[src/rtl/led_bank_arbiter.sv]
// Purpose: shares the eight board LEDs between a fabric pattern sequencer and the MSS GPIO,
//          with one blanking cycle on each handover and a step-timed pattern generator.
// Latency: LED/MSS_GNT/STEP registered; MSS_GPIO -> LED 1 cycle; MSS_REQ -> MSS_GNT 3 edges.
// Backpressure: none; the MSS requests by level and holds MSS_REQ until MSS_GNT, short pulses may drop.
//
// Ports:
//   FAB_CCC_GL0       fabric clock, all state on its rising edge
//   POWER_ON_RESET_N  asynchronous active-low reset
//   MSS_READY         MSS ready flag, already fabric-synchronous
//   MSS_REQ           MSS ownership request level (synchronized here)
//   MSS_GPIO[7:0]     LED values driven by the MSS
//   PAT_MODE[1:0]     00 off, 01 walking one, 10 binary count, 11 blink
//   MSS_GNT           high exactly while the MSS owns the LEDs
//   LED[7:0]          registered LED drive
//   STEP              one-cycle pulse per pattern step (fabric ownership only)

module led_bank_arbiter #(
  parameter int unsigned TICK_DIV = 50_000_000
) (
  input  logic       FAB_CCC_GL0,
  input  logic       POWER_ON_RESET_N,
  input  logic       MSS_READY,
  input  logic       MSS_REQ,
  input  logic [7:0] MSS_GPIO,
  input  logic [1:0] PAT_MODE,
  output logic       MSS_GNT,
  output logic [7:0] LED,
  output logic       STEP
);

  localparam int unsigned TW = ($clog2(TICK_DIV) > 0) ? $clog2(TICK_DIV) : 1;
  localparam logic [TW-1:0] TICK_LAST = TW'(TICK_DIV - 1);

  typedef enum logic [1:0] {
    ST_FAB     = 2'd0,
    ST_BLANK_M = 2'd1,
    ST_MSS     = 2'd2,
    ST_BLANK_F = 2'd3
  } state_t;

  state_t          state;
  state_t          state_nxt;
  logic            req_meta;
  logic            req_s;
  logic [1:0]      mode_q;
  logic [7:0]      pat;
  logic [7:0]      pat_nxt;
  logic [TW-1:0]   tick;
  logic [TW-1:0]   tick_nxt;
  logic [7:0]      led_nxt;
  logic            mode_chg;
  logic            stay_fab;
  logic            tick_wrap;

  function automatic logic [7:0] pat_init(input logic [1:0] m);
    return (m == 2'b01) ? 8'h01 : 8'h00;
  endfunction

  function automatic logic [7:0] pat_adv(input logic [1:0] m, input logic [7:0] p);
    logic [7:0] r;
    case (m)
      2'b01:   r = {p[6:0], p[7]};
      2'b10:   r = p + 8'd1;
      2'b11:   r = ~p;
      default: r = 8'h00;
    endcase
    return r;
  endfunction

  always_comb begin
    state_nxt = state;
    case (state)
      ST_FAB:     if (req_s && MSS_READY)    state_nxt = ST_BLANK_M;
      ST_BLANK_M:                            state_nxt = ST_MSS;
      ST_MSS:     if (!req_s || !MSS_READY)  state_nxt = ST_BLANK_F;
      ST_BLANK_F:                            state_nxt = ST_FAB;
      default:                               state_nxt = ST_FAB;
    endcase
  end

  always_comb begin
    mode_chg  = (PAT_MODE != mode_q);
    // The counter only runs while the fabric keeps the LEDs across this edge; a step that
    // would land on the edge leaving FAB is dropped so STEP never shows up in a blank cycle.
    stay_fab  = (state == ST_FAB) && (state_nxt == ST_FAB);
    tick_wrap = stay_fab && !mode_chg && (tick == TICK_LAST);

    // Mode change beats FAB re-entry and both beat a step.
    pat_nxt = pat;
    if (mode_chg)
      pat_nxt = pat_init(PAT_MODE);
    else if (state == ST_BLANK_F)
      pat_nxt = pat_init(mode_q);
    else if (tick_wrap)
      pat_nxt = pat_adv(mode_q, pat);

    tick_nxt = '0;
    if (stay_fab && !mode_chg && (tick != TICK_LAST))
      tick_nxt = tick + TW'(1);

    // LED is registered from the next-state view so it changes on the same edge as the owner.
    case (state_nxt)
      ST_FAB:  led_nxt = pat_nxt;
      ST_MSS:  led_nxt = MSS_GPIO;
      default: led_nxt = 8'h00;
    endcase
  end

  always_ff @(posedge FAB_CCC_GL0 or negedge POWER_ON_RESET_N) begin
    if (!POWER_ON_RESET_N) begin
      req_meta <= 1'b0;
      req_s    <= 1'b0;
      state    <= ST_FAB;
      mode_q   <= 2'b00;
      pat      <= 8'h00;
      tick     <= '0;
      LED      <= 8'h00;
      MSS_GNT  <= 1'b0;
      STEP     <= 1'b0;
    end else begin
      req_meta <= MSS_REQ;
      req_s    <= req_meta;
      state    <= state_nxt;
      mode_q   <= PAT_MODE;
      pat      <= pat_nxt;
      tick     <= tick_nxt;
      LED      <= led_nxt;
      MSS_GNT  <= (state_nxt == ST_MSS);
      STEP     <= tick_wrap;
    end
  end

endmodule

[config.mk]
export PLATFORM = sky130hd
export DESIGN_NAME = led_bank_arbiter
export DESIGN_NICKNAME = d
export VERILOG_FILES = /design/src/rtl/led_bank_arbiter.sv
export SDC_FILE = /design/constraint.sdc
export NUM_CORES = 1
export LEC_CHECK = 0
export CORE_MARGIN = 10
export CORE_UTILIZATION = 25
export DETAILED_ROUTE_END_ITERATION = 16
export SLEW_MARGIN = 20
export SYNTH_ARGS = -nofsm -noshare
export SYNTH_HDL_FRONTEND = slang
export SYNTH_SLANG_ARGS = --single-unit
[constraint.sdc]
create_clock -name FAB_CCC_GL0 -period 6.1 [get_ports FAB_CCC_GL0]
set_input_delay 1.83 -clock FAB_CCC_GL0 [delete_from_list [all_inputs] [get_ports FAB_CCC_GL0]]
set_output_delay 1.83 -clock FAB_CCC_GL0 [all_outputs]
set_load 0.01 [all_outputs]
==> out/results.txt, run 1 <==
Synth Area in Simple Gates: 26.3%
Cells after DPL: 444
Die ar.: 15600 um2
VDD IR-drop max: 0.0862 mV
P_int: 554 uW
CP Class: in2reg
DR DRC count: 0
Vias per Instance: 4.73
Final nets: 331
FP Rows: 38
Initial Util: 25.5%
Worst setup SP type: input pin
CTS H-tree depth: 2
Req. time, crit path: 6.29 ns
CTS Root Cell: clkbuf_8
Status: completed
Max_slew headroom: 36.8%
Critical-path cell list: clkdlybuf4s50_1, xor2_1, or3_1, or4_4, clkinv_1, a22oi_1, o32ai_1
Synth area leader: dfrtp_1
Hold buffers post-CTS: 0
CTS tree: built
Fraction of post-synthesis cell area in the top cell type by area: 45.5%
PwrDens: 259 nW/um2
P_sw: 267 uW
I/O Pins: 24
Final setup fails: 0
Synthesized cell area: 2750 um2
Tmin final: 4.10 ns
Comb pwr share: 29.3%
Clk sinks: 50
DR iter-0 viols: 204
Post-DRT Antenna Nets: 0
Worst-Skew Late Latency: 0.31 ns
Total CTS buffers: 5
Overall global routing resource usage: 8.15%
Drt pass-1 iters: 4
Reg power frac: 45.9%
Top cells by area, synth: dfrtp_1 (46%), xnor2_1 (6.4%), nor2_1 (6.1%)
Inserted Diodes: 0
Pre-CTS setup slack: 1.55 ns
Area of the core: 10800 um2
Hold depth: 0
Vias in the first global route: 2085
Syn-to-layout area delta: 15.6%
Sequential-to-total area share from yosys stat: 45.5%
Largest net degree at the start of global routing: 51
Post-synth EDFFs: 0
PnR worst setup slack: 2.00 ns
Syn_nets: 312
Worst min path class: reg2reg
Post_cts resized: 0
Lkg Pwr: 1.17 nW
Drt total wl: 6250 um
First-pass GRT wire length: 10700 um
RSZ-0062 raised after global routing: false
Synth Area in XOR/XNOR: 8.29%
Filler cells: 1123
Complex-gate fraction of the synthesized area: 10.6%
Syn_area_per_cell: 9.41 um2
Clock power share: 24.8%
Mux cell area share after synthesis: 1.82%
Die height: 125 um
Worst hold start: req_meta
TNS Setup: 0 ns
Clock buffer depth: 2
Final worst path period share: 67.2%
Max Slew Vio Count: 0
RR Startpoint: state[0]
Cell family with most CP delay: simple AND/OR/NAND/NOR gates
FMAX: 0.244 GHz
Skew final: 0.0131 ns
Slowest cell delay on critical path: 0.58 ns
Overall power: 821 uW
Hold Path End: req_s
Reg2Reg Setup Slack: 3.15 ns
R2R cell count: 8
Ys Warns: 0
Slowest cell on the critical path: or4_4
Reg-to-reg critical path endpoint: LED[4]
Chip width: 125 um
Synth unique cells: 58
Total gr overflow: 0
Area of the multi-input gates: 1370 um2
Yosys reg bits: 50
Finished Layout Cells: 452
Via Count: 2140
Area of all sequential standard cells: 1250 um2
Maxcap violations: 0
Switch share: 32.5%
Leading register cell type out of synthesis: dfrtp_1
Fraction of layout cells with a size suffix above 1: 6.73%
Worst Path Arrival: 4.29 ns
Fin util: 29.4%
Initial antenna violation count: 0
Ys async rst share: 100%
Worst-margin pin slew: 0.948 ns
Synth Area in Adders: 2.73%
PortBufs: 23
DR WL/cell: 13.8 um
Post-DP HPWL: 4410 um
Placer Congestion: 0.815
Post-CTS Setup Bufs: 0
Clock transition at path regs: 0.09 ns
Syn Inst Count: 292
Largest family of logic cells by synthesized area: simple AND/OR/NAND/NOR gates
CP max FO: 8
Hold Fails Final Rpt: 0
Crit path buf inv count: 2
CP endpoint kind: register
==> worst max-delay path by stage <==
stage,from,to,slack [ns],depth (start not counted)
2_1_floorplan,PAT_MODE[1],pat[0],2.52,5
3_3_place_gp,MSS_READY,tick[2],1.65,6
3_5_place_dp,MSS_READY,tick[16],1.55,6
4_1_cts,MSS_READY,tick[9],1.84,6
5_1_grt,PAT_MODE[1],LED[4],1.88,7
6_report,PAT_MODE[1],LED[4],2.00,7
==> layout make-up <==
type	count	area share (%)
multi-input combinational	216	43.2
clock inverter	1	0.158
clock buffer	7	2.72
sequential	50	39.4
tap	140	5.52
timing repair buffer	24	7.33
inverter	14	1.65
==> metal layers <==
layer | GRT usage, % | part of all wire (%) | up-vias
met1 | 10.4 | 49 | 1032
met5 | 0 | 0 | -
met2 | 13.1 | 47 | 36
met3 | 2.17 | 3.3 | 6
met4 | 2.30 | 0.90 | 0
li1 | - | - | 1066
==> cell usage after synthesis, types with 3 or more instances <==
library cell,number
dfrtp_1,50
xor2_1,6
or3_1,4
nor4_1,5
a2111oi_0,3
nand4_1,8
inv_1,13
nand2_1,23
o31ai_1,4
clkbuf_1,5
nor4b_1,3
and2_1,4
nand3_1,11
a21oi_1,8
nor3_1,12
o21ai_0,5
ha_1,6
xnor2_1,20
nand2b_1,4
nor2_1,45
mux2i_1,5
==> state kept, by name (all words and copies together) (netlist names) <==
signal,cells
mode_q,2
req_s,1
req_meta,1
LED,8
pat,8
state,2
tick,26
STEP,1
MSS_GNT,1
==> cell families after synthesis <==
| group | after synthesis |
|---|---|
| xor gates and xnor gates | 26 |
| adders and majority gates | 6 |
| DFF | 50 |
| muxes | 5 |
| and+or+nand+nor | 139 |
| AOI/OAI and AO/OA | 40 |
| buffers and inverters | 26 |
==> stage by stage <==
step	instance area (um2)	hold WS (ns)
after floorplan	2750	0.331
after global placement	3080	0.332
after detailed placement	3080	0.336
after CTS	3170	0.351
after global routing	3180	0.351
final	3180	0.345
==> placed cells by master (no fill, tap or decap), types with 3 or more instances in the layout <==
cell type / Yosys / layout
dfrtp_1: 50 / 50
nor2_1: 45 / 45
nand2_1: 23 / 23
clkdlybuf4s50_1: 0 / 22
xnor2_1: 20 / 20
inv_1: 13 / 13
nor3_1: 12 / 12
nand3_1: 11 / 11
a21oi_1: 8 / 8
nand4_1: 8 / 8
xor2_1: 6 / 6
ha_1: 6 / 6
clkbuf_8: 1 / 6
o21ai_0: 5 / 5
mux2i_1: 5 / 5
nor4_1: 5 / 5
or3_1: 4 / 4
nand2b_1: 4 / 4
o31ai_1: 4 / 4
and2_1: 4 / 4
nor4b_1: 3 / 3
a2111oi_0: 3 / 3
==> power groups by stage <==
stage	sequential (mW)	combinational, mW	clock (mW)
final	0.377	0.241	0.203
after global placement	0.384	0.239	0
after CTS	0.377	0.247	0.213
after floorplan	0.389	0.152	0
after detailed placement	0.384	0.244	0
after global routing	0.382	0.274	0.228
No activity file was read; power rests on OpenSTA's default activity.
==> run 2: changes to the inputs <==
==> constraint.sdc (replaced) <==
create_clock -name FAB_CCC_GL0 -period 3.6 [get_ports FAB_CCC_GL0]
set_input_delay 1.08 -clock FAB_CCC_GL0 [delete_from_list [all_inputs] [get_ports FAB_CCC_GL0]]
set_output_delay 1.08 -clock FAB_CCC_GL0 [all_outputs]
set_load 0.01 [all_outputs]
==> run 2 against run 1 <==
Net effect:
- cell count increased by 1.3%
- hold slack improved by 0.0091 ns
- critical path depth decreased by 1
- worst setup slack got worse by 1.7 ns
- sequential share of layout area decreased by 0.70 points
- first-iteration DRC count decreased by 34%
- utilization increased by 0.53 points
- power increased by 78%
==> out/results.txt, run 2 (synthesis results as in run 1) <==
Worst hold start: req_meta
DR DRC count: 0
Reg-to-reg critical path endpoint: pat[0]
Placer Congestion: 0.786
VDD IR-drop max: 0.143 mV
Post-DP HPWL: 4600 um
Tmin final: 3.25 ns
Most common cell after layout, fill and taps aside: dfrtp_1
Die height: 125 um
Pre-CTS setup slack: 0.0768 ns
Post-DRT Antenna Nets: 0
Final worst path period share: 90.2%
PwrDens: 453 nW/um2
Final setup fails: 0
Post_cts resized: 0
Clock power share: 26.8%
Drt pass-1 iters: 4
Syn-to-layout area delta: 17.7%
Status: completed
P_int: 1.00 mW
Reg power frac: 43.6%
Total gr overflow: 0
Commonest cells after routing, fill and taps aside: dfrtp_1 (50), nor2_1 (45), nand2_1 (23)
Die ar.: 15600 um2
RR Startpoint: state[0]
Max Slew Vio Count: 0
Hold depth: 0
Worst-Skew Late Latency: 0.30 ns
FMAX: 0.308 GHz
Fraction of layout cells with a size suffix above 1: 8.49%
Chip width: 125 um
Post-CTS Setup Bufs: 0
CP Class: in2reg
Maxcap violations: 0
Final nets: 337
Worst setup SP type: input pin
CTS tree: built
PnR worst setup slack: 0.351 ns
P_sw: 459 uW
Drt total wl: 6370 um
Max_slew headroom: 42.2%
Slowest cell on the critical path: or4_4
Inserted Diodes: 0
CP max FO: 6
Switch share: 31.3%
DR iter-0 viols: 134
Overall global routing resource usage: 8.02%
Vias per Instance: 4.78
Initial antenna violation count: 0
Clock buffer depth: 2
Lkg Pwr: 1.21 nW
Slowest cell delay on critical path: 0.58 ns
Overall power: 1.46 mW
Critical-path cell list: clkdlybuf4s50_1, xor2_1, or3_1, or4_4, a221o_1, a211oi_2
Vias in the first global route: 2220
Clk sinks: 50
CTS H-tree depth: 2
Total CTS buffers: 5
Hold buffers post-CTS: 0
Biggest register: tick
CTS Root Cell: clkbuf_8
Largest net degree at the start of global routing: 39
TNS Setup: 0 ns
Clock transition at path regs: 0.09 ns
Worst Path Arrival: 3.47 ns
Hold Path End: req_s
Reg2Reg Setup Slack: 0.71 ns
Max FFs per register: 26
RSZ-0062 raised after global routing: false
Req. time, crit path: 3.82 ns
Worst min path class: reg2reg
DR WL/cell: 13.9 um
Comb pwr share: 29.6%
First-pass GRT wire length: 10800 um
Fin util: 30.0%
R2R cell count: 7
Worst-margin pin slew: 0.867 ns
FP Rows: 38
Skew final: 0.00640 ns
Area of the core: 10800 um2
I/O Pins: 24
Via Count: 2189
Initial Util: 25.5%
Worst hold margin: 0.355 ns
PortBufs: 23
Top flop regs: tick: 26 flops, LED: 8 flops, pat: 8 flops
Hold Fails Final Rpt: 0
CP endpoint kind: register
run 2: cell count changes in the layout (fill, tap and decap cells not counted):
cell / before / now
buf_4: 1 / 7
a211oi_1: 0 / 1
a211oi_2: 2 / 1
bufinv_16: 0 / 1
clkbuf_1: 1 / 0
clkbuf_8: 6 / 5
clkinv_2: 1 / 2
run 2: how the worst max path moves through the flow:
stage                      startpoint      to  cells after the start  slack, ns
after floorplan           PAT_MODE[1]  pat[0]                      5       0.77
after global placement    PAT_MODE[1]  pat[0]                      6       0.14
after detailed placement  PAT_MODE[1]  LED[2]                      7       0.08
after CTS                 PAT_MODE[1]  LED[2]                      7       0.38
after global routing      PAT_MODE[1]  LED[4]                      7       0.22
final                     PAT_MODE[1]  pat[0]                      6       0.35
run 2: cell type report:
class	instances	area, um2
Clock buffer	5	68.8
Clock inverter	3	40.0
Inverter	14	52.6
Timing Repair Buffer	30	278
Sequential cell	50	1250
Tap cell	140	175
Multi-Input combinational cell	216	1370
Fill cell	1133	7560
run 2: worst max-delay path: cells and delay by family:
kind	cells	cell delay (ns)
compound gates	2	0.64
xor+xnor	1	0.23
buf+inv	1	0.50
simple gates	2	1.02
run 2: layer usage:
metal | GRT usage, % | vias up | share of wire [%]
met2 | 13.3 | 44 | 48
met1 | 10.3 | 1068 | 47
li1 | - | 1073 | -
met4 | 1.42 | 0 | 0.50
met5 | 0 | - | 0
met3 | 2.09 | 4 | 3.6
run 2: power by group through the flow:
stage / Sequential (mW) / Clock, mW / Combinational (mW)
floorplan: 0.660 / 0 / 0.257
global placement: 0.650 / 0 / 0.438
detailed placement: 0.649 / 0 / 0.444
CTS: 0.639 / 0.411 / 0.444
global route: 0.644 / 0.431 / 0.489
finish: 0.637 / 0.393 / 0.433
run 2: per-stage QoR:
stage               area [um2]  instances
floorplan                 2750        292
detailed placement        3120        450
CTS                       3230        458
finish                    3230        458
global route              3230        458
global placement          3120        450
==> run 3: changes to the inputs <==
--- a/config.mk
+++ b/config.mk
@@ -8,6 +8,7 @@
 export CORE_MARGIN = 10
 export CORE_UTILIZATION = 25
 export DETAILED_ROUTE_END_ITERATION = 16
+export REMOVE_ABC_BUFFERS = 1
 export SLEW_MARGIN = 20
 export SYNTH_ARGS = -nofsm -noshare
 export SYNTH_HDL_FRONTEND = slang
==> run 3 against run 2 <==
Net effect:
- non-clock buffer count grew 1
- worst setup slack gained 0.042 ns
- fmax grew 1.3%
- first-iteration DRC count grew 1.5%
- global-route usage grew 0.22 points
- highest routed layer unchanged
==> out/results.txt, run 3 (synthesis results as in run 1) <==
FP Rows: 38
Final Instance Area: 3240 um2
Final worst path period share: 89.1%
Total gr overflow: 0
Maxcap violations: 0
CP max FO: 6
Worst-Skew Late Latency: 0.30 ns
Req. time, crit path: 3.83 ns
Final setup fails: 0
Inserted Diodes: 0
Tmin final: 3.21 ns
Lkg Pwr: 1.21 nW
Cell Area, Placed: 3130 um2
Pre-CTS setup slack: 0.107 ns
Biggest register: tick
Critical-path cell list: clkdlybuf4s50_1, xor2_1, or3_1, or4_4, a221o_1, a211oi_2
Clock transition at path regs: 0.09 ns
Max Slew Vio Count: 0
DR WL/cell: 13.5 um
RR Startpoint: state[0]
Placer Congestion: 0.826
Worst setup SP type: input pin
Post_cts resized: 0
CTS H-tree depth: 2
Overall global routing resource usage: 8.24%
TNS Setup: 0 ns
RSZ-0062 raised after global routing: false
Max_slew headroom: 54.9%
Die ar.: 15600 um2
Initial antenna violation count: 0
Crit path buf inv count: 1
Most common cell after layout, fill and taps aside: dfrtp_1
Cell family with most CP delay: simple AND/OR/NAND/NOR gates
I/O Pins: 24
Commonest cells after routing, fill and taps aside: dfrtp_1 (50), nor2_1 (45), nand2_1 (23)
Drt pass-1 iters: 4
Worst Path Arrival: 3.43 ns
DR DRC count: 0
Skew final: 0.00685 ns
Worst hold margin: 0.357 ns
PortBufs: 23
Chip width: 125 um
Post-DP HPWL: 4480 um
Hold buffers post-CTS: 0
Slowest cell on the critical path: or4_4
Total CTS buffers: 5
Largest net degree at the start of global routing: 31
CP startpoint: PAT_MODE[0]
Area of the core: 10800 um2
CTS Root Cell: clkbuf_8
Hold Fails Final Rpt: 0
DR iter-0 viols: 136
First-pass GRT wire length: 11100 um
Clk sinks: 50
CP Class: in2reg
Die height: 125 um
Initial Util: 25.5%
Worst min path class: reg2reg
Via Count: 2174
Final nets: 338
Syn-to-layout area delta: 18.0%
CP endpoint kind: register
PwrDens: 457 nW/um2
VDD IR-drop max: 0.214 mV
Clock buffer depth: 2
Worst hold start: req_meta
Max FFs per register: 26
Worst-margin pin slew: 0.676 ns
Fraction of layout cells with a size suffix above 1: 8.46%
Vias per Instance: 4.74
PnR worst setup slack: 0.394 ns
Fin util: 30.0%
CTS tree: built
FMAX: 0.312 GHz
Vias in the first global route: 2217
Post-DRT Antenna Nets: 0
Slowest cell delay on critical path: 0.57 ns
Top flop regs: tick: 26 flops, LED: 8 flops, pat: 8 flops
Drt total wl: 6200 um
Post-CTS Setup Bufs: 0
Status: completed
[run 3: where the power goes]
part	leakage, nW	switching, mW	internal (mW)
clock	0.0514	0.194	0.208
sequential	0.677	0.0264	0.612
combinational	0.481	0.243	0.198
total	1.21	0.464	1.02
[run 3: final cells by class]
cell class,instances,area [um2]
fillers,1127,7550
multi-input cells,216,1370
flip-flops and latches,50,1250
repair buffers,31,285
well taps,140,175
clock buffers,6,72.6
inverters,14,52.6
clock inverters,2,37.5
[run 3: layer usage]
layer	up-vias	share of wire, %	track usage [%]
li1	1073	-	-
met1	1056	49	10.8
met2	39	46	13.0
met3	6	4.0	2.17
met4	0	0.95	2.30
met5	-	0	0
[run 3: final timing paths]
check | to | slack (ns) | cells after the start
max | pat[0] | 0.39 | 6
min | req_s | 0.36 | 0
max reg2reg | pat[0] | 0.71 | 7
min reg2reg | req_s | 0.36 | 0
max in group asynchronous | tick[25] | 2.07 | 2
min in group asynchronous | mode_q[0] | 0.79 | 1
[run 3: per-stage QoR]
step,power (mW),instances
5_1_grt,1.58,459
3_5_place_dp,1.10,451
4_1_cts,1.51,459
6_report,1.48,459
2_1_floorplan,0.886,280
3_3_place_gp,1.09,451
